## config.mk

```make
export PLATFORM = sky130hd
export DESIGN_NAME = instruction_fetch
export DESIGN_NICKNAME = d
export VERILOG_FILES = /design/src/rtl/instruction_fetch.sv
export SDC_FILE = /design/constraint.sdc
export NUM_CORES = 1
export LEC_CHECK = 0
export BUFFER_PORTS_ARGS = -buffer_cell sky130_fd_sc_hd__buf_2
export CAP_MARGIN = 25
export CORE_MARGIN = 3
export CORE_UTILIZATION = 50
export CTS_CLUSTER_DIAMETER = 120
export CTS_CLUSTER_SIZE = 25
export DETAILED_ROUTE_END_ITERATION = 12
export PLACE_DENSITY_LB_ADDON = 0.2
export SYNTH_ARGS = -nofsm -noshare
export SYNTH_HDL_FRONTEND = slang
export SYNTH_SLANG_ARGS = --single-unit
```

## constraint.sdc

```tcl
create_clock -name Clock -period 4.13 [get_ports Clock]
set_input_delay 0.413 -clock Clock [delete_from_list [all_inputs] [get_ports Clock]]
set_output_delay 0.413 -clock Clock [all_outputs]
set_load 0.01 [all_outputs]
```

## src/rtl/instruction_fetch.sv

```systemverilog
// Fetches ROM words at ProgramCounter over req/ack and queues them for decode; PCHold releases the PC per accepted ack.
// Ack in cycle N gives InstrValid in N+1; requests stall while the FIFO is full, and a stuck ROM latches RomErr until reset.
module instruction_fetch #(
  parameter int IW      = 24,
  parameter int AW      = 7,
  parameter int DEPTH   = 2,
  parameter int TIMEOUT = 15
) (
  input  logic          Clock,
  input  logic          nReset,
  input  logic [AW-1:0] ProgramCounter,
  output logic          PCHold,
  input  logic          Enable,
  output logic          RomReq,
  output logic [AW-1:0] RomAddr,
  input  logic          RomAck,
  input  logic [IW-1:0] RomData,
  output logic [IW-1:0] Instr,
  output logic          InstrValid,
  input  logic          InstrReady,
  output logic          RomErr
);

  localparam int CW = $clog2(DEPTH + 1);
  localparam int PW = (DEPTH > 1) ? $clog2(DEPTH) : 1;
  localparam int TW = (TIMEOUT > 1) ? $clog2(TIMEOUT) : 1;

  typedef enum logic [1:0] {
    S_IDLE,
    S_FETCH,
    S_ERROR
  } state_t;

  state_t        state_q, state_d;
  logic [TW-1:0] timer_q, timer_d;
  logic [CW-1:0] count_q, count_d;
  logic [PW-1:0] rd_ptr_q, rd_ptr_d;
  logic [PW-1:0] wr_ptr_q, wr_ptr_d;
  logic [IW-1:0] mem_q [DEPTH];
  logic [IW-1:0] mem_d [DEPTH];
  logic [IW-1:0] instr_q, instr_d;

  logic          push;
  logic          pop;
  logic [CW-1:0] count_after_pop;

  function automatic logic [PW-1:0] ptr_inc(input logic [PW-1:0] p);
    return (p == PW'(DEPTH - 1)) ? '0 : p + 1'b1;
  endfunction

  // An ack is only honoured while a request is actually outstanding.
  assign push            = (state_q == S_FETCH) && RomAck;
  assign pop             = InstrValid && InstrReady;
  assign count_after_pop = count_q - CW'(pop);

  assign InstrValid = (count_q != '0);
  assign Instr      = instr_q;
  assign PCHold     = ~push;
  assign RomAddr    = ProgramCounter;
  assign RomErr     = (state_q == S_ERROR);

  always_comb begin
    mem_d    = mem_q;
    rd_ptr_d = rd_ptr_q;
    wr_ptr_d = wr_ptr_q;
    instr_d  = instr_q;
    count_d  = count_after_pop + CW'(push);
    if (push) begin
      mem_d[wr_ptr_q] = RomData;
      wr_ptr_d        = ptr_inc(wr_ptr_q);
    end
    if (pop) begin
      rd_ptr_d = ptr_inc(rd_ptr_q);
    end
    // Keep the output register equal to the next head; with nothing left it holds.
    if (count_after_pop != '0) begin
      instr_d = mem_q[rd_ptr_d];
    end else if (push) begin
      instr_d = RomData;
    end
  end

  always_comb begin
    state_d = state_q;
    timer_d = timer_q;
    RomReq  = 1'b0;
    case (state_q)
      S_IDLE: begin
        if (Enable && (count_q < CW'(DEPTH))) begin
          state_d = S_FETCH;
          timer_d = '0;
        end
      end
      S_FETCH: begin
        RomReq = 1'b1;
        if (RomAck) begin
          timer_d = '0;
          if (!(Enable && (count_d < CW'(DEPTH)))) begin
            state_d = S_IDLE;
          end
        end else if (timer_q == TW'(TIMEOUT - 1)) begin
          state_d = S_ERROR;
        end else begin
          timer_d = timer_q + 1'b1;
        end
      end
      S_ERROR: begin
        state_d = S_ERROR;
      end
      default: begin
        state_d = S_IDLE;
      end
    endcase
  end

  always_ff @(posedge Clock or negedge nReset) begin
    if (!nReset) begin
      state_q  <= S_IDLE;
      timer_q  <= '0;
      count_q  <= '0;
      rd_ptr_q <= '0;
      wr_ptr_q <= '0;
      instr_q  <= '0;
      for (int i = 0; i < DEPTH; i++) begin
        mem_q[i] <= '0;
      end
    end else begin
      state_q  <= state_d;
      timer_q  <= timer_d;
      count_q  <= count_d;
      rd_ptr_q <= rd_ptr_d;
      wr_ptr_q <= wr_ptr_d;
      instr_q  <= instr_d;
      mem_q    <= mem_d;
    end
  end

endmodule

```

==> impl_metrics.env, run 1 <==
export IMPL_fin_worst_skew_ps=5.751
export IMPL_post_layout_total_power_mw=1.964
export IMPL_mostFrequentLayoutCells="sky130_fd_sc_hd__dfrtp_1 (82), sky130_fd_sc_hd__mux2i_1 (73), sky130_fd_sc_hd__buf_2 (55)"
export IMPL_power_per_cell_area_nw_per_um2=438.5
export IMPL_crit_fanout=24
export IMPL_detailedRoute_firstPassIterationCount=4
export IMPL_total_number_of_yosys_warnings=0
export IMPL_syn_avg_cell_area_um2=14.82
export IMPL_grt_antenna_before_repair=0
export IMPL_floorplan_core_area_um2=7525
export IMPL_tightestPinTransition_ps=817.2
export IMPL_gp_weighted_congestion=0.7424
export IMPL_hold_class="input pin to async pin"
export IMPL_skew_pair_late_insertion_delay_ps=350
export IMPL_final_common_cell="sky130_fd_sc_hd__dfrtp_1"
export IMPL_grt_pass1_vias=2396
export IMPL_grt_setup_unrepaired="false"
export IMPL_number_of_buffers_inserted_for_hold_repair_after_clock_tree_synthesis=0
export IMPL_htree_num_levels=3
export IMPL_run_status="finished, final reports clean"
export IMPL_die_height_um=95.47
export IMPL_ys_dominant_reg_cell="sky130_fd_sc_hd__dfrtp_1"
export IMPL_final_period_minus_worst_setup_slack_ps=2243
export IMPL_die_width_um=95.47
export IMPL_synth_seq_area_share_pct=51.27
export IMPL_leakage_power_of_the_design_nw=2.579
export IMPL_number_of_buffers_added_by_the_clock_tree_synthesis_step=9
export IMPL_grt_usage_pct=17.24
export IMPL_final_fill_count=634
export IMPL_critical_path_slowest_cell="sky130_fd_sc_hd__nand2_2"
export IMPL_setup_tns_final_ps=0
export IMPL_worst_r2r_path_depth=5
export IMPL_via_per_inst=5.269
export IMPL_timing_max_transition_violations_final=0
export IMPL_grt_ovfl_total=0
export IMPL_pin_count_of_the_biggest_net_entering_global_routing=44
export IMPL_postSynthCellCount=270
export IMPL_drive_above_1_share_pct=39.38
export IMPL_setup_viol_count_final=0
export IMPL_place_detailed_hpwl_mm=4.644
export IMPL_crit_required_ps=4380
export IMPL_post_cts_sizing_count=0
export IMPL_antenna_diode_count=0
export IMPL_fmax_ghz=0.4459
export IMPL_ys_async_sr_fraction_pct=100.0
export IMPL_worstPathCellList="o21a_1, ha_1, xnor2_1, nand2_2, mux2i_1"
export IMPL_initial_utilization_pct=53.19
export IMPL_finalCoreUtilization_pct=59.53
export IMPL_post_route_drc_count=0
export IMPL_grt_pass1_wl_mm=11.96
export IMPL_worstReg2RegStart="count_q[1]$_DFF_PN0_"
export IMPL_post_route_period_util_pct=54.31
export IMPL_clockRootBuffer="sky130_fd_sc_hd__clkbuf_8"
export IMPL_timing_critical_path_from="count_q[1]$_DFF_PN0_"
export IMPL_critical_path_max_stage_delay_ps=530
export IMPL_final_net_count=361
export IMPL_synth_edf_count=0
export IMPL_cts_sink_count=82
export IMPL_synth_cell_types=31
export IMPL_port_buffers=56
export IMPL_std_cell_rows=31
export IMPL_i_o_pins=71
export IMPL_synthToLayoutAreaGrowth_pct=11.91
export IMPL_synth_net_count=310
export IMPL_critPathKind="flop to flop"
export IMPL_first_iter_violations=47
export IMPL_maxCapViolations=0
export IMPL_setup_worst_path_start_class="flop"
export IMPL_routed_via_count=2234
export IMPL_worstSetupEndpointType="flop"
export IMPL_worst_slew_margin_rel_pct=45.33
export IMPL_detail_route_antenna_nets=0
export IMPL_worst_ir_drop_vdd_v=0.0003184
export IMPL_timing_hold_violations_final=0
export IMPL_post_cts_setup_buffers=0
export IMPL_wirelength_mm=7.199
export IMPL_tritoncts="built"
export IMPL_avgRoutedWirePerCell_um=16.98
export IMPL_clock_input_transition_at_the_sequential_cells_of_the_worst_setup_and_hold_paths_ps=80
export IMPL_post_synth_instance_area_um2=4003
export IMPL_synth_seq_cells=82
export IMPL_overall_die_area_um2=9115
export IMPL_clock_path_buffers=2
export IMPL_timing_critical_path_arrival_ps=2500
path summary, 6_finish.rpt:
check / to / slack (ps)
setup reg to reg: Instr[8]$_DFFE_PN0P_ / 1890
setup / recovery: Instr[8]$_DFFE_PN0P_ / 1890
min in group Clock: mem_q[42]$_DFFE_PN0P_ / 320
hold reg to reg: mem_q[1]$_DFFE_PN0P_ / 510
max in group asynchronous: mem_q[36]$_DFFE_PN0P_ / 3500
hold / removal: state_q[1]$_DFFE_PN0P_ / 40
cell type report:
| cell class | instances | area, µm² | share of cell area, % |
|---|---|---|---|
| well taps | 99 | 123.9 | 2.765 |
| multi-input cells | 163 | 1748 | 39.02 |
| clock buffers | 9 | 123.9 | 2.765 |
| repair buffers | 58 | 317.8 | 7.095 |
| inverters | 7 | 31.28 | 0.6983 |
| flip-flops and latches | 82 | 2052 | 45.81 |
| clock inverters | 6 | 82.58 | 1.844 |
report_power, final:
group	internal (mW)	switching [mW]	leakage [nW]
clock network	0.334	0.280	0.105
registers	0.818	0.0199	1.12
logic	0.234	0.278	1.35
total	1.39	0.578	2.58
through the flow:
stage	worst slack, ps	area [µm²]	instances	hold WS (ps)
after floorplan	2317	4003	270	117.4
after global placement	1927	4245	408	485.5
after detailed placement	1905	4273	409	438.9
after CTS	1863	4479	424	53.12
after global routing	1725	4479	424	75.15
final	1887	4479	424	35.41
cells in the mapped netlist (3+ instances only):
cell	number	share of area, %
sky130_fd_sc_hd__xnor2_1	4	0.88
sky130_fd_sc_hd__mux2_4	40	15
sky130_fd_sc_hd__nand2_1	4	0.38
sky130_fd_sc_hd__buf_6	5	1.4
sky130_fd_sc_hd__a21oi_1	3	0.38
sky130_fd_sc_hd__ha_1	4	1.3
sky130_fd_sc_hd__inv_1	6	0.56
sky130_fd_sc_hd__nand3_1	5	0.63
sky130_fd_sc_hd__o21ai_0	3	0.38
sky130_fd_sc_hd__buf_4	9	1.7
sky130_fd_sc_hd__mux2i_1	73	18
sky130_fd_sc_hd__dfrtp_1	82	51
sky130_fd_sc_hd__mux2_2	8	2.3
cell families (layout without fill, tap and decap cells):
group                      Yosys count  after routing  share of synthesized area (%)
xor gates and xnor gates             5              5                          1.563
buffers and inverters               25             80                          5.126
AOI/OAI and AO/OA                   11             11                          1.688
DFF                                 82             82                          51.27
and+or+nand+nor                     22             22                          3.595
muxes                              121            121                          35.51
adders and majority gates            4              4                          1.250
flip-flops by register name, summed over array words and instances (netlist names):
name / cells
count_q: 2
mem_q: 48
rd_ptr_q: 1
Instr: 24
timer_q: 4
wr_ptr_q: 1
state_q: 2
critical path: cells and delay by family, from the launching register on:
family | cells | cell delay, ps
AND/OR/NAND/NOR | 1 | 530
flip-flops | 1 | 450
multiplexers | 1 | 340
XOR/XNOR | 1 | 290
AO/OA/AOI/OAI | 1 | 270
adder cells (fa/ha/maj) | 1 | 240
metal layers:
| metal | global-route usage, % | part of all wire [%] | vias to the layer above |
|---|---|---|---|
| li1 | - | - | 1051 |
| met1 | 22.40 | 47 | 1130 |
| met2 | 28.34 | 48 | 46 |
| met3 | 5.130 | 4.6 | 7 |
| met4 | 4.384 | 0.85 | 0 |
| met5 | 0 | 0 | - |
No activity file was read; power rests on OpenSTA's default activity.
==> inputs of run 2 (changes only) <==
clock period = 1.9 ns   (was 4.13 ns; I/O delays follow)
==> run 2 against run 1 <==
Register-to-register slack worse by 1800 ps. Combinational power grew to 2.7 times the previous value. Sequential share of layout area is 1.8 points lower. Worst setup slack lost 1800 ps. Clock-buffer cell count increased by 1. Fmax is 25% higher. Worst hold slack improved by 61 ps. Largest power group unchanged.
==> impl_metrics.env, run 2 (synthesis results as in run 1) <==
export IMPL_cts_sink_count=82
export IMPL_timing_critical_path_arrival_ps=2030
export IMPL_post_cts_setup_buffers=0
export IMPL_gp_weighted_congestion=0.7286
export IMPL_critical_path_max_stage_delay_ps=430
export IMPL_worst_slew_margin_rel_pct=66.70
export IMPL_global_route_usage_met2_pct=27.87
export IMPL_clockRootBuffer="sky130_fd_sc_hd__clkbuf_8"
export IMPL_tritoncts="built"
export IMPL_leakage_power_of_the_design_nw=2.660
export IMPL_final_common_cell="sky130_fd_sc_hd__dfrtp_1"
export IMPL_power_per_cell_area_nw_per_um2=1012
export IMPL_max_reg_flops=48
export IMPL_antenna_diode_count=0
export IMPL_wirelength_mm=7.365
export IMPL_setup_viol_count_final=0
export IMPL_final_period_minus_worst_setup_slack_ps=1792
export IMPL_clock_input_transition_at_the_sequential_cells_of_the_worst_setup_and_hold_paths_ps=80
export IMPL_i_o_pins=71
export IMPL_fmax_ghz=0.5580
export IMPL_avgRoutedWirePerCell_um=16.89
export IMPL_skew_pair_late_insertion_delay_ps=350
export IMPL_final_net_count=372
export IMPL_hold_class="input pin to flop"
export IMPL_critPathBufInv=2
export IMPL_worstSetupEndpointType="flop"
export IMPL_timing_max_transition_violations_final=0
export IMPL_worst_ir_drop_vdd_v=0.0006476
export IMPL_globalRoute_busiestLayer="met2"
export IMPL_drive_above_1_share_pct=41.84
export IMPL_floorplan_core_area_um2=7525
export IMPL_final_fill_count=622
export IMPL_setup_worst_path_start_class="flop"
export IMPL_detailedRoute_firstPassIterationCount=4
export IMPL_maxCapViolations=0
export IMPL_critical_path_slowest_cell="sky130_fd_sc_hd__dfrtp_1"
export IMPL_port_buffers=56
export IMPL_htree_num_levels=3
export IMPL_number_of_buffers_added_by_the_clock_tree_synthesis_step=9
export IMPL_regMostFlops="mem_q"
export IMPL_clock_path_buffers=2
export IMPL_grt_usage_pct=17.51
export IMPL_fin_worst_skew_ps=4.521
export IMPL_overall_die_area_um2=9115
export IMPL_grt_pass1_wl_mm=12.20
export IMPL_crit_required_ps=2140
export IMPL_critPathKind="flop to flop"
export IMPL_critPathTopFamily="simple AND/OR/NAND/NOR gates"
export IMPL_die_height_um=95.47
export IMPL_gr_usage_met1_pct=23.77
export IMPL_tightestPinTransition_ps=499.0
export IMPL_detailedPlace_worstSlack_ps=75.10
export IMPL_instances_no_fill=436
export IMPL_run_status="finished, final reports clean"
export IMPL_pin_count_of_the_biggest_net_entering_global_routing=83
export IMPL_post_route_drc_count=0
export IMPL_first_iter_violations=85
export IMPL_place_detailed_hpwl_mm=4.857
export IMPL_crit_fanout=9
export IMPL_std_cell_rows=31
export IMPL_routed_via_count=2303
export IMPL_post_route_worst_setup_slack_ps=107.9
export IMPL_setup_tns_final_ps=0
export IMPL_via_per_inst=5.282
export IMPL_post_layout_total_power_mw=4.713
export IMPL_globalRouteMet3Util_pct=5.367
export IMPL_synthToLayoutAreaGrowth_pct=16.41
export IMPL_mostFrequentLayoutCells="sky130_fd_sc_hd__dfrtp_1 (82), sky130_fd_sc_hd__mux2i_1 (73), sky130_fd_sc_hd__buf_2 (55)"
export IMPL_grt_antenna_before_repair=0
export IMPL_detail_route_antenna_nets=0
export IMPL_post_route_period_util_pct=94.32
export IMPL_place_inst=419
export IMPL_timing_hold_violations_final=0
export IMPL_grt_ovfl_total=0
export IMPL_die_width_um=95.47
export IMPL_initial_utilization_pct=53.19
export IMPL_grt_pass1_vias=2449
export IMPL_worstPathCellList="nor2b_4, and2_1, inv_6, nor2_8, buf_4, mux2_4"
export IMPL_grt_setup_unrepaired="false"
==> run 2: final timing paths <==
check                                       start                     end  slack, ps  cells after the start
hold reg to reg              mem_q[0]$_DFFE_PN0P_    mem_q[0]$_DFFE_PN0P_        510                      1
min in group asynchronous                  nReset  timer_q[2]$_DFFE_PN0P_        400                      3
setup reg to reg           state_q[1]$_DFFE_PN0P_   mem_q[32]$_DFFE_PN0P_        110                      6
max in group asynchronous                  nReset    Instr[6]$_DFFE_PN0P_       1160                      3
setup / recovery           state_q[1]$_DFFE_PN0P_   mem_q[32]$_DFFE_PN0P_        110                      6
hold / removal                         RomData[9]   mem_q[33]$_DFFE_PN0P_        100                      2
==> run 2: power breakdown <==
group	leakage [nW]	total, mW	switching [mW]	internal [mW]
clock network	0.113	1.51	0.635	0.878
logic	1.42	1.39	0.686	0.706
registers	1.12	1.81	0.0304	1.78
total	2.66	4.71	1.35	3.36
==> run 2: worst reg2reg max path: cells and delay by family (launching register included) <==
kind / cells / cell delay, ps
muxes: 1 / 320
DFF: 1 / 430
buffers and inverters: 2 / 350
and+or+nand+nor: 3 / 570
==> run 2: timing repair <==
| item | 4_1_cts | 5_1_grt |
|---|---|---|
| gates resized for setup | 0 | 3 |
| endpoints found under the hold margin | 82 | 0 |
| hold buffers | 1 | 0 |
| setup endpoints to repair | 0 | 4 |
==> run 2: cell type report <==
cell class | count | area [µm²] | area share [%]
Timing Repair Buffer | 69 | 445.4 | 9.560
Clock buffer | 10 | 127.6 | 2.739
Inverter | 7 | 31.28 | 0.6713
Multi-Input combinational cell | 163 | 1765 | 37.89
Tap cell | 99 | 123.9 | 2.658
Sequential cell | 82 | 2052 | 44.04
Clock inverter | 6 | 113.9 | 2.444
==> run 2: routing by layer <==
| metal | vias to the layer above | part of all wire (%) |
|---|---|---|
| met3 | 5 | 5.2 |
| met4 | 0 | 0.77 |
| met5 | - | 0 |
| met1 | 1167 | 46 |
| met2 | 60 | 48 |
| li1 | 1071 | - |
==> run 2: through the flow <==
stage / area (µm²) / hold slack [ps] / utilization [%]
2_1_floorplan: 4003 / -105.6 / -
3_3_place_gp: 4390 / 258.0 / 58.35
3_5_place_dp: 4390 / 255.7 / 58.35
4_1_cts: 4642 / 76.40 / 61.69
5_1_grt: 4659 / 81.96 / 61.92
6_report: 4659 / 96.74 / 61.92
